File: config.mk
export PLATFORM = sky130hd
export DESIGN_NAME = matrix_scan_controller
export DESIGN_NICKNAME = d
export VERILOG_FILES = /design/src/rtl/matrix_led_pkg.sv /design/src/rtl/matrix_scan_timer.sv /design/src/rtl/matrix_scan_controller.sv
export SDC_FILE = /design/constraint.sdc
export NUM_CORES = 1
export LEC_CHECK = 0
export CORE_ASPECT_RATIO = 1.1
export CORE_MARGIN = 5
export CORE_UTILIZATION = 57
export DETAILED_ROUTE_END_ITERATION = 10
export PLACE_DENSITY = 0.76
export SLEW_MARGIN = 40
export SYNTH_ARGS = -nofsm -noshare
export SYNTH_HDL_FRONTEND = slang
export SYNTH_SLANG_ARGS = --single-unit
export TNS_END_PERCENT = 20
File: constraint.sdc
create_clock -name i_clk -period 2.5 [get_ports i_clk]
set_clock_uncertainty 0.1 [all_clocks]
set_input_delay 0.375 -clock i_clk [delete_from_list [all_inputs] [get_ports i_clk]]
set_output_delay 0.375 -clock i_clk [all_outputs]
set_load 0.01 [all_outputs]
File: src/rtl/matrix_led_pkg.sv
// matrix_led_pkg: shared types and helpers for the 8x8 LED matrix scan controller
package matrix_led_pkg;
  typedef logic [2:0] row_idx_t;
  typedef logic [7:0] col_bits_t;
  typedef enum logic [1:0] {DRIVE, BLANK_PRE, BLANK_POST} scan_state_t;
  function automatic col_bits_t onehot8(row_idx_t idx);
    return col_bits_t'(1) << idx;
  endfunction
endpackage

File: src/rtl/matrix_scan_timer.sv
// matrix_scan_timer: row-slot counter, drive/guard FSM and row index sequencer
// Ports: i_clk, i_rst_n (async active-low); o_row_idx current row;
//   o_drive_en high in DRIVE; o_drive_start first DRIVE cycle of a slot;
//   o_row_advance mid-guard strobe; o_frame_wrap mid-guard strobe of the 7->0 advance.
module matrix_scan_timer
  import matrix_led_pkg::*;
#(
  parameter int ROW_PERIOD   = 27_000,
  parameter int GUARD_CYCLES = 540
) (
  input  logic       i_clk,
  input  logic       i_rst_n,
  output logic [2:0] o_row_idx,
  output logic       o_drive_en,
  output logic       o_drive_start,
  output logic       o_row_advance,
  output logic       o_frame_wrap
);
  localparam int CW = $clog2(ROW_PERIOD);
  localparam logic [CW-1:0] C_LAST      = CW'(ROW_PERIOD - 1);
  localparam logic [CW-1:0] C_DRIVE_END = CW'(ROW_PERIOD - GUARD_CYCLES - 1);
  localparam logic [CW-1:0] C_MID       = CW'(ROW_PERIOD - GUARD_CYCLES / 2 - 1);
  scan_state_t    r_state;
  logic [CW-1:0]  r_cnt;
  row_idx_t       r_row_idx;
  // Mid-guard point; after reset the FSM sits in BLANK_POST for a whole slot,
  // so this also fires there and row 7 advances to 0 before the first DRIVE.
  assign o_row_advance = (r_state != DRIVE) && (r_cnt == C_MID);
  assign o_frame_wrap  = o_row_advance && (r_row_idx == 3'd7);
  assign o_drive_en    = (r_state == DRIVE);
  assign o_drive_start = o_drive_en && (r_cnt == '0);
  assign o_row_idx     = r_row_idx;
  always_ff @(posedge i_clk or negedge i_rst_n) begin
    if (!i_rst_n) begin
      r_state   <= BLANK_POST;
      r_cnt     <= '0;
      r_row_idx <= 3'd7;
    end else begin
      r_cnt <= (r_cnt == C_LAST) ? '0 : r_cnt + 1'b1;
      if (o_row_advance) r_row_idx <= r_row_idx + 1'b1;
      case (r_state)
        DRIVE:     if (r_cnt == C_DRIVE_END) r_state <= BLANK_PRE;
        BLANK_PRE: if (r_cnt == C_MID) r_state <= BLANK_POST;
        default:   if (r_cnt == C_LAST) r_state <= DRIVE;
      endcase
    end
  end
endmodule

File: src/rtl/matrix_scan_controller.sv
// matrix_scan_controller: double-buffered 8x8 LED matrix scanner with tear-free swap
// Ports: i_clk, i_rst_n (async active-low);
//   write port i_wr_valid/o_wr_ready/i_wr_row/i_wr_data into the back buffer;
//   i_swap_req level request, o_swap_ack 1-cycle pulse when buffers exchange;
//   o_frame_start pulse with row 0 on the pins; o_d column data, o_row active-low row select.
module matrix_scan_controller
  import matrix_led_pkg::*;
#(
  parameter int CLOCK_HZ     = 27_000_000,
  parameter int ROW_PERIOD   = CLOCK_HZ / 1000,
  parameter int GUARD_CYCLES = CLOCK_HZ / 50000
) (
  input  logic       i_clk,
  input  logic       i_rst_n,
  input  logic       i_wr_valid,
  output logic       o_wr_ready,
  input  logic [2:0] i_wr_row,
  input  logic [7:0] i_wr_data,
  input  logic       i_swap_req,
  output logic       o_swap_ack,
  output logic       o_frame_start,
  output logic [7:0] o_d,
  output logic [7:0] o_row
);
  logic [1:0][7:0][7:0] r_buf;
  logic                 r_front_sel;
  logic                 r_swap_ack;
  logic                 r_frame_start;
  col_bits_t            r_d;
  col_bits_t            r_row;
  row_idx_t             w_row_idx;
  logic                 w_drive_en;
  logic                 w_drive_start;
  logic                 w_row_advance;
  logic                 w_frame_wrap;
  logic                 w_pending;
  logic                 w_swap;
  matrix_scan_timer #(
    .ROW_PERIOD  (ROW_PERIOD),
    .GUARD_CYCLES(GUARD_CYCLES)
  ) u_timer (
    .i_clk        (i_clk),
    .i_rst_n      (i_rst_n),
    .o_row_idx    (w_row_idx),
    .o_drive_en   (w_drive_en),
    .o_drive_start(w_drive_start),
    .o_row_advance(w_row_advance),
    .o_frame_wrap (w_frame_wrap)
  );
  // A request is spent on the cycle its ack is visible; a still-high level
  // after that counts as a fresh request.
  assign w_pending  = i_swap_req & ~r_swap_ack;
  // Writes stall while a swap waits, so a write and a swap never share a cycle.
  assign o_wr_ready = ~w_pending;
  assign w_swap     = w_row_advance & w_frame_wrap & w_pending;
  assign o_swap_ack    = r_swap_ack;
  assign o_frame_start = r_frame_start;
  assign o_d           = r_d;
  assign o_row         = r_row;
  always_ff @(posedge i_clk or negedge i_rst_n) begin
    if (!i_rst_n) begin
      r_buf         <= '0;
      r_front_sel   <= 1'b0;
      r_swap_ack    <= 1'b0;
      r_frame_start <= 1'b0;
      r_d           <= '0;
      r_row         <= '0;
    end else begin
      if (i_wr_valid && o_wr_ready) r_buf[~r_front_sel][i_wr_row] <= i_wr_data;
      if (w_swap) r_front_sel <= ~r_front_sel;
      r_swap_ack    <= w_swap;
      r_frame_start <= w_drive_start && (w_row_idx == 3'd0);
      r_d           <= w_drive_en ? r_buf[r_front_sel][w_row_idx] : '0;
      r_row         <= w_drive_en ? ~onehot8(w_row_idx) : '0;
    end
  end
endmodule

* Word-level counts from Yosys, hierarchy flattened
Index checks and enable logic that the tools add are counted.
Word-level totals: register bits 167, bits in latches 0, memory bits (writable) 0, bits in read-only memories 0, input bits 15, output and inout bits 19, word-level logic and storage cells 76, memories 0
Operators by class: $add $sub $neg 2, multipliers 0, div/mod/pow operators 0, $lt $le $gt $ge 6, equality and inequality tests 7, shift-type cells 1, multiplexer cells 16, bitwise gates (word level) 7, reductions and logical operators 13
Operators with widths (count):
- $mux W64 | 3
- $bwmux W128 | 1
- $demux W64 S1 | 1
- $eq A15 B15 Y1 const B | 3
- $mux W8 | 4
- $bmux W8 S3 | 1
- $demux W8 S3 | 1
- $add A15 B1 Y15 const B | 1
- $logic_not A15 Y1 | 1
- $mux W15 | 1
- $lt A3 B4 Y1 const B | 2
- $not A8 Y8 | 1
- $shl A1 B3 Y8 const A | 1
- $logic_and A1 B1 Y1 | 7
- $mux W2 | 3
- $lt A1 B2 Y1 const B | 2
- $pmux W2 S2 | 1
- $add A3 B1 Y3 const B | 1
- $and A1 B1 Y1 | 3
- $eq A3 B3 Y1 const B | 1
- $ge A3 B1 Y1 const B | 1
- $logic_not A3 Y1 | 1
- $not A1 Y1 | 3
- $reduce_and A3 Y1 | 1
- other kinds (7) | 7

* Logic depth before layout (Yosys ltp)
Gate-level depths: netlist (run 1).
word-level depth 7, gate-level depth with buffers 7, depth with buffers taken out 6

* Cells and area by module
From an unflattened synthesis (run 1), not the netlist that was laid out.
Second synthesis, totals: cell total of the unflattened synthesis 540, area total of the unflattened synthesis 7723.7 µm²
Modules (own cells, without submodules):
- matrix_scan_controller | instances 1, cells each 436, area each 6612.6 µm², sequential area each 3678.5 µm²
- matrix_scan_timer | instances 1, cells each 104, area each 1111.1 µm², sequential area each 505.5 µm²

* Worst setup path after synthesis (run 1)
OpenSTA, ideal clock, no wires.
path kind register to register, start register u_timer.r_cnt[0], end register u_timer.r_cnt[14], setup time 0.077 ns, arrival 1.592 ns, data required time 2.323 ns, slack 0.731 ns, stages on the path, launching flop included 6, path buffers 0, period minus slack after synthesis 1.769 ns, cells stage by stage dfrtp_1 > ha_1 > nand3_1 > or2_0 > or4_1 > a21oi_1
On the way: word-level cells in the longest chain between the ends 2, elaborated cells on any way between the ends 3, classes of those cells add/sub: 1; eq/ne: 1; mux: 1
Ends and longest elaborated chain:
- from (decl) | RTL line matrix_scan_timer.sv:24 | logic [CW-1:0] r_cnt;
- from (signal assigned) | RTL line matrix_scan_timer.sv:39 | r_cnt <= (r_cnt == C_LAST) ? '0 : r_cnt + 1'b1;
- $add A15 B1 Y15 / $eq A15 B15 Y1 (equally long branches) | RTL line matrix_scan_timer.sv:39
- $mux W15 * | RTL line matrix_scan_timer.sv:39
Mark *: on every way between the ends. The rest lies on a longest branch, timed or not. A chain may end at the register's enable or synchronous reset.

* Worst setup path after layout (run 1)
start input i_swap_req, end output o_wr_ready
On the way: word-level cells in the longest chain between the ends 2
Ends and longest elaborated chain:
- from (decl) | RTL line matrix_scan_controller.sv:19 | input logic i_swap_req,
- $and A1 B1 Y1 | RTL line matrix_scan_controller.sv:52 | assign w_pending = i_swap_req & ~r_swap_ack;
- $not A1 Y1 | RTL line matrix_scan_controller.sv:54 | assign o_wr_ready = ~w_pending;
- to (decl) | RTL line matrix_scan_controller.sv:16 | output logic o_wr_ready,
Every way passes these cells.

==> results.toml, run 1 <==
[run_status]
status = "finished, final reports clean"

[global_route]
vias_in_the_first_global_route = 5098
grt_pass1_wl_um = 27400
grt_start_max_net_pins = 68
grt.total_usage = 0.219
antenna_found_initial = 0
overflow = 0

[power_and_ir_drop]
vdd_ir_drop_max_uv = 396
total_power_mw = 6.18
cellInternalPower_mw = 4.89
seq_power_share = 0.496
power.clock.fraction = 0.439
net-switching-power_mw = 1.30
power_per_cell_area_mw_per_mm2 = 689
cellLeakagePower_nw = 3.86
switching_share = 0.210
combinationalPowerShare = 0.065

[synthesis]
yosys.area_share.simple = 0.0895
syn_inst = 579
postSynthRegisterBits = 167
synth_warn = 0
synth-seq-area-share = 0.540
synth_compound_gate_area_share = 0.0458
synth.cell_area_mm2 = 0.00775
synth-edff-count = 0
share_of_synthesized_area_spent_on_multiplexers = 0.271
netlist-cell-type-count = 50
postSynthAreaPerCell_um2 = 13.4
mappedNetlistNets = 603
post_synth_fa_ha_maj_area_fraction = 0.0145
synth_flop_cell = "dfrtp_1"
largest_family_of_logic_cells_by_synthesized_area = "multiplexers"
ys_async_sr_fraction = 1.00
post_synth_xor_xnor_area = 0.0136

[cells_and_area]
final_cell_mix = "dfrtp_1, mux2_2, mux2i_1"
post_layout_inst_area_mm2 = 0.00897
final_common_cell = "dfrtp_1"
num-nets-final = 644
fin_util = 0.676
drive_above_1_share = 0.325
final-instance-count-excl-fill = 817
n_fill_cell = 931
syn2layout_area_growth_pct = 15.7
n_antenna_cell = 0

[routing]
routed_wirelength_um = 16300
routed_wire_length_per_instance_um = 20.0
drc = 0
post_route_ant_nets = 0
iteration_0_drc_count_of_the_detailed_router = 368
via_count = 4784
drt_pre_antenna_iters = 5
vias_per_cell = 5.86

[sta]
setup-tns-final_ns = 0
share_of_the_clock_period_used_by_the_worst_path = 0.817
maxClockFrequency_ghz = 0.489
holdWs_ns = 0.394
final_setup_violation_count = 0
finalHoldViolCount = 0
headroom_to_the_max_slew_limit = 0.548
rsz0062_at_grt = "false"
layout_setup_ws_ns = 0.457
period_minus_slack_ns = 2.04
maxSlewViolCount = 0
worst_margin_pin_slew_ns = 0.678

[setup_path]
worst_setup_path_start_kind = "input port"
cell_by_cell_listing_of_the_critical_path = "clkdlybuf4s50_1, nand2b_4, clkdlybuf4s50_1"
critical_path_arrival_ns = 1.57
crit_end = "o_wr_ready"
path_common_cell = "clkdlybuf4s50_1"
worst_r2r_path_depth = 3
endpoint_type_of_the_worst_setup_path = "output pin"
setup.reg_to_reg.worst_slack_ns = 0.51
slowest_delay_ns = 0.57
cp.required_ns = 2.03
critical_path.max_fanout = 6
reg_to_reg_end = "r_buf[93]$_DFFE_PN0P_"
worst_path_max_delay_cell = "clkdlybuf4s50_1"
cp-startpoint = "i_swap_req"
crit_family = "buffers and inverters"
worst-setup-path-type = "input port to output pin"
critical_path.n_buffers_inverters = 2
reg2reg_from = "r_front_sel$_DFFE_PN0P_"
critical_path_depth = 3

[floorplanning]
die_h_um = 132
die-area_mm2 = 0.0160
floorplan.initialDensity = 0.584
floorplan.core_area_mm2 = 0.0133
floorplan.die.width_um = 121
floorplan.rows = 44
design.portCount = 34

[place]
gpl.final_weighted_congestion = 0.846
place_area_mm2 = 0.00835
detailedPlace.worstSlack_ns = 0.213
port-buffer-count = 33
placed_cells_incl_taps = 784
post-dp-hpwl_um = 10800

[clock_tree]
tritoncts_num_sinks = 167
number_of_gates_resized_after_cts = 0
clkTransAtPathRegs_ns = 0.05
cts_buffer_depth = 2
clock_insertion_delay_worst_skew_ns = 0.43
post-cts-setup-buffer-count = 0
cts_max_level = 4
cts_tree = "yes"
cts_inserted_buffers = 17
cts.root.buffer_cell = "clkbuf_16"
hold_buffer_count_at_cts = 1

[worst_hold_path]
worst_hold_path.num_cells = 1
min-delay-path-class = "flip-flop to flip-flop"

[flow_run]
maxCapViolations = 0
## state kept, by name, summed over array words and instances (netlist names)
register,count
r_buf,128
o_row,8
r_front_sel,1
u_timer.r_cnt,15
u_timer.o_row_idx,3
o_d,8
u_timer.r_state,2
o_frame_start,1
o_swap_ack,1
## power groups by stage
| stage | combinational [mW] | sequential (mW) | clock [mW] |
|---|---|---|---|
| final | 0.401 | 3.07 | 2.71 |
| after global routing | 0.444 | 3.10 | 2.88 |
| after CTS | 0.409 | 3.07 | 2.76 |
| after detailed placement | 0.406 | 3.11 | 0 |
| after global placement | 0.384 | 3.09 | 0 |
| after floorplan | 0.258 | 3.07 | 0 |
## metal layers
metal	part of all wire	vias up	GRT usage
met5	0	-	0
met4	0.020	0	0.0791
met3	0.034	26	0.0451
met2	0.50	86	0.351
met1	0.44	2498	0.298
li1	-	2174	-
## kinds of logic (layout without fill, tap and decap cells)
family | after synthesis | count (layout)
buffers and inverters | 39 | 93
xor gates and xnor gates | 12 | 12
adders and majority gates | 9 | 9
AOI/OAI and AO/OA | 53 | 53
muxes | 194 | 194
DFF | 167 | 167
and+or+nand+nor | 105 | 105
## cell type report
type	instances	area [um2]	area share
Clock buffer	23	468	0.0522
Clock inverter	9	148	0.0165
Inverter	7	26.3	0.00293
Multi-Input combinational cell	373	3370	0.376
Sequential cell	167	4190	0.467
Tap cell	184	230	0.0257
Timing Repair Buffer	54	542	0.0604
## synth_stat cells (6+ instances only)
cell / instances / area, um2
buf_4: 6 / 45.0
clkbuf_1: 16 / 60.1
o21ai_0: 9 / 45.0
dfrtp_1: 163 / 4080
nor2_2: 9 / 56.3
a21oi_1: 8 / 40.0
mux2_2: 126 / 1420
mux2i_1: 65 / 651
inv_1: 7 / 26.3
nand3_1: 16 / 80.1
xor2_1: 8 / 70.1
a22oi_1: 32 / 240
nor2_1: 16 / 60.1
nand2_1: 17 / 63.8
ha_1: 9 / 113
## worst min-delay path by stage
| stage | startpoint | to | slack [ns] |
|---|---|---|---|
| 2_1_floorplan | i_rst_n | o_d[0]$_DFF_PN0_ | -0.02 |
| 3_3_place_gp | i_rst_n | r_buf[101]$_DFFE_PN0P_ | 0.32 |
| 3_5_place_dp | i_rst_n | r_buf[101]$_DFFE_PN0P_ | 0.33 |
| 4_1_cts | r_buf[121]$_DFFE_PN0P_ | r_buf[121]$_DFFE_PN0P_ | 0.40 |
| 5_1_grt | r_buf[120]$_DFFE_PN0P_ | r_buf[120]$_DFFE_PN0P_ | 0.41 |
| 6_report | r_buf[121]$_DFFE_PN0P_ | r_buf[121]$_DFFE_PN0P_ | 0.39 |
No activity file was read; power rests on OpenSTA's default activity.
==> inputs of run 2 (changes only) <==
--- a/config.mk
+++ b/config.mk
@@ -7,7 +7,7 @@
 export LEC_CHECK = 0
 export CORE_ASPECT_RATIO = 1.1
 export CORE_MARGIN = 5
-export CORE_UTILIZATION = 57
+export CORE_UTILIZATION = 55
 export DETAILED_ROUTE_END_ITERATION = 10
 export PLACE_DENSITY = 0.76
 export SLEW_MARGIN = 40
==> constraint.sdc (replaced) <==
create_clock -name i_clk -period 1.87 [get_ports i_clk]
set_clock_uncertainty 0.1 [all_clocks]
set_input_delay 0.2805 -clock i_clk [delete_from_list [all_inputs] [get_ports i_clk]]
set_output_delay 0.2805 -clock i_clk [all_outputs]
set_load 0.01 [all_outputs]
==> results.toml, run 2 (same netlist as run 1, synthesis figures left out) <==
[power_and_ir_drop]
total_power_mw = 8.16
switching_share = 0.216
power_per_cell_area_mw_per_mm2 = 883
vdd_ir_drop_max_uv = 541
cellLeakagePower_nw = 4.02
seq_power_share = 0.503
cellInternalPower_mw = 6.40
power.clock.fraction = 0.428
net-switching-power_mw = 1.76
combinationalPowerShare = 0.069

[flow_run]
maxCapViolations = 0

[place]
placed_cells_incl_taps = 815
gpl.final_weighted_congestion = 0.813
detailedPlace.worstSlack_ns = -0.234
post-dp-hpwl_um = 11400
port-buffer-count = 33

[sta]
finalHoldViolCount = 0
final_setup_violation_count = 0
holdWs_ns = 0.232
layout_setup_ws_ns = 0.0627
maxClockFrequency_ghz = 0.553
maxSlewViolCount = 0
worst_margin_pin_slew_ns = 0.763
setup-tns-final_ns = 0
share_of_the_clock_period_used_by_the_worst_path = 0.966
headroom_to_the_max_slew_limit = 0.491
period_minus_slack_ns = 1.81

[floorplanning]
floorplan.die.width_um = 123
design.portCount = 34
floorplan.rows = 45
floorplan.core_area_mm2 = 0.0138
floorplan.initialDensity = 0.562
die_h_um = 135
die-area_mm2 = 0.0166

[routing]
drt_pre_antenna_iters = 4
via_count = 4878
post_route_ant_nets = 0
iteration_0_drc_count_of_the_detailed_router = 237
routed_wire_length_per_instance_um = 20.0
routed_wirelength_um = 16900
drc = 0
vias_per_cell = 5.76

[global_route]
grt_start_max_net_pins = 61
antenna_found_initial = 0
vias_in_the_first_global_route = 5188
overflow = 0
grt.total_usage = 0.221
grt_pass1_wl_um = 27900

[setup_path]
cp-startpoint = "u_timer.r_cnt[1]$_DFF_PN0_"
crit_end = "u_timer.r_cnt[14]$_DFF_PN0_"
worst_r2r_path_depth = 5
critical_path.max_fanout = 5
endpoint_type_of_the_worst_setup_path = "flip-flop"
cp.required_ns = 2.12
worst_setup_path_start_kind = "flip-flop"
critical_path_arrival_ns = 2.06
reg2reg_from = "u_timer.r_cnt[1]$_DFF_PN0_"
reg_to_reg_end = "u_timer.r_cnt[14]$_DFF_PN0_"
setup.reg_to_reg.worst_slack_ns = 0.06
worst-setup-path-type = "flip-flop to flip-flop"

[clock_tree]
post-cts-setup-buffer-count = 0
cts_tree = "yes"
clkTransAtPathRegs_ns = 0.06
clock_insertion_delay_worst_skew_ns = 0.43
cts_inserted_buffers = 17
tritoncts_num_sinks = 167
cts_max_level = 4
cts.root.buffer_cell = "clkbuf_16"
cts_buffer_depth = 2

[cells_and_area]
num-nets-final = 671
final_cell_mix = "dfrtp_1, mux2_2, mux2i_1"
final_common_cell = "dfrtp_1"
final-instance-count-excl-fill = 847
largest_register = "r_buf"
syn2layout_area_growth_pct = 19.2
multiInputGateArea_mm2 = 0.00339
n_antenna_cell = 0
drive_above_1_share = 0.360
n_fill_cell = 973
area.sequential_mm2 = 0.00419
largest_registers = "r_buf x128, u_timer.r_cnt x15"
largest_register_ff_count = 128

[run_status]
status = "finished, final reports clean"

[worst_hold_path]
min-delay-path-class = "input port to asynchronous set/reset pin"
run 2: cell types whose count changed in the layout (fill, tap and decap cells not counted), moves of 2 or more:
| cell | previous run | this run |
|---|---|---|
| buf_12 | 4 | 10 |
| buf_4 | 16 | 37 |
| clkbuf_1 | 4 | 2 |
| clkinv_2 | 4 | 6 |
| nor2_1 | 16 | 14 |
| nor2_2 | 9 | 11 |
run 2: layout make-up:
class	instances	share of cell area
Timing Repair Buffer	81	0.0885
Clock inverter	10	0.0138
Inverter	7	0.00284
Tap cell	188	0.0255
Multi-Input combinational cell	373	0.366
Sequential cell	167	0.453
Clock buffer	21	0.0498
run 2: routing by layer:
metal	GRT usage	share of wire	up-vias
met1	0.292	0.43	2537
met5	0	0	-
met3	0.0549	0.042	23
met2	0.359	0.50	95
met4	0.0671	0.018	0
li1	-	-	2223
run 2: how the worst min path moves through the flow:
stage                        from               endpoint  slack, ns  cells past startpoint
after floorplan           i_rst_n       o_d[0]$_DFF_PN0_      -0.12                      0
after global placement    i_rst_n  r_buf[13]$_DFFE_PN0P_       0.11                      1
after detailed placement  i_rst_n  r_buf[13]$_DFFE_PN0P_       0.12                      1
after CTS                 i_rst_n  r_buf[13]$_DFFE_PN0P_       0.24                      2
after global routing      i_rst_n     o_row[3]$_DFF_PN0_       0.26                      2
final                     i_rst_n  r_buf[13]$_DFFE_PN0P_       0.23                      2
run 2: what timing repair did:
action	in CTS	in global routing
resized for setup	1	4
hold endpoints to repair	36	0
cloned	0	0
hold buffers	1	0
pin swaps	0	0
endpoints found under the setup margin	1	3
run 2: power by group through the flow:
stage | Sequential (mW) | Clock (mW) | Combinational [mW]
2_1_floorplan | 4.11 | 0 | 0.345
3_3_place_gp | 4.14 | 0 | 0.535
3_5_place_dp | 4.16 | 0 | 0.566
4_1_cts | 4.10 | 3.54 | 0.574
5_1_grt | 4.14 | 3.72 | 0.625
6_report | 4.11 | 3.49 | 0.562
run 2: critical path, cell delays in order, from the launching register on:
cell	delay (ns)
dfrtp_1	0.42
ha_1	0.20
nand3_1	0.13
or2_0	0.26
or4_1	0.46
a21oi_1	0.15
run 2: stage by stage:
stage	cell area, um2	util
2_1_floorplan	7750	-
3_3_place_gp	8630	0.626
3_5_place_dp	8630	0.626
4_1_cts	9230	0.669
5_1_grt	9240	0.670
6_report	9240	0.670
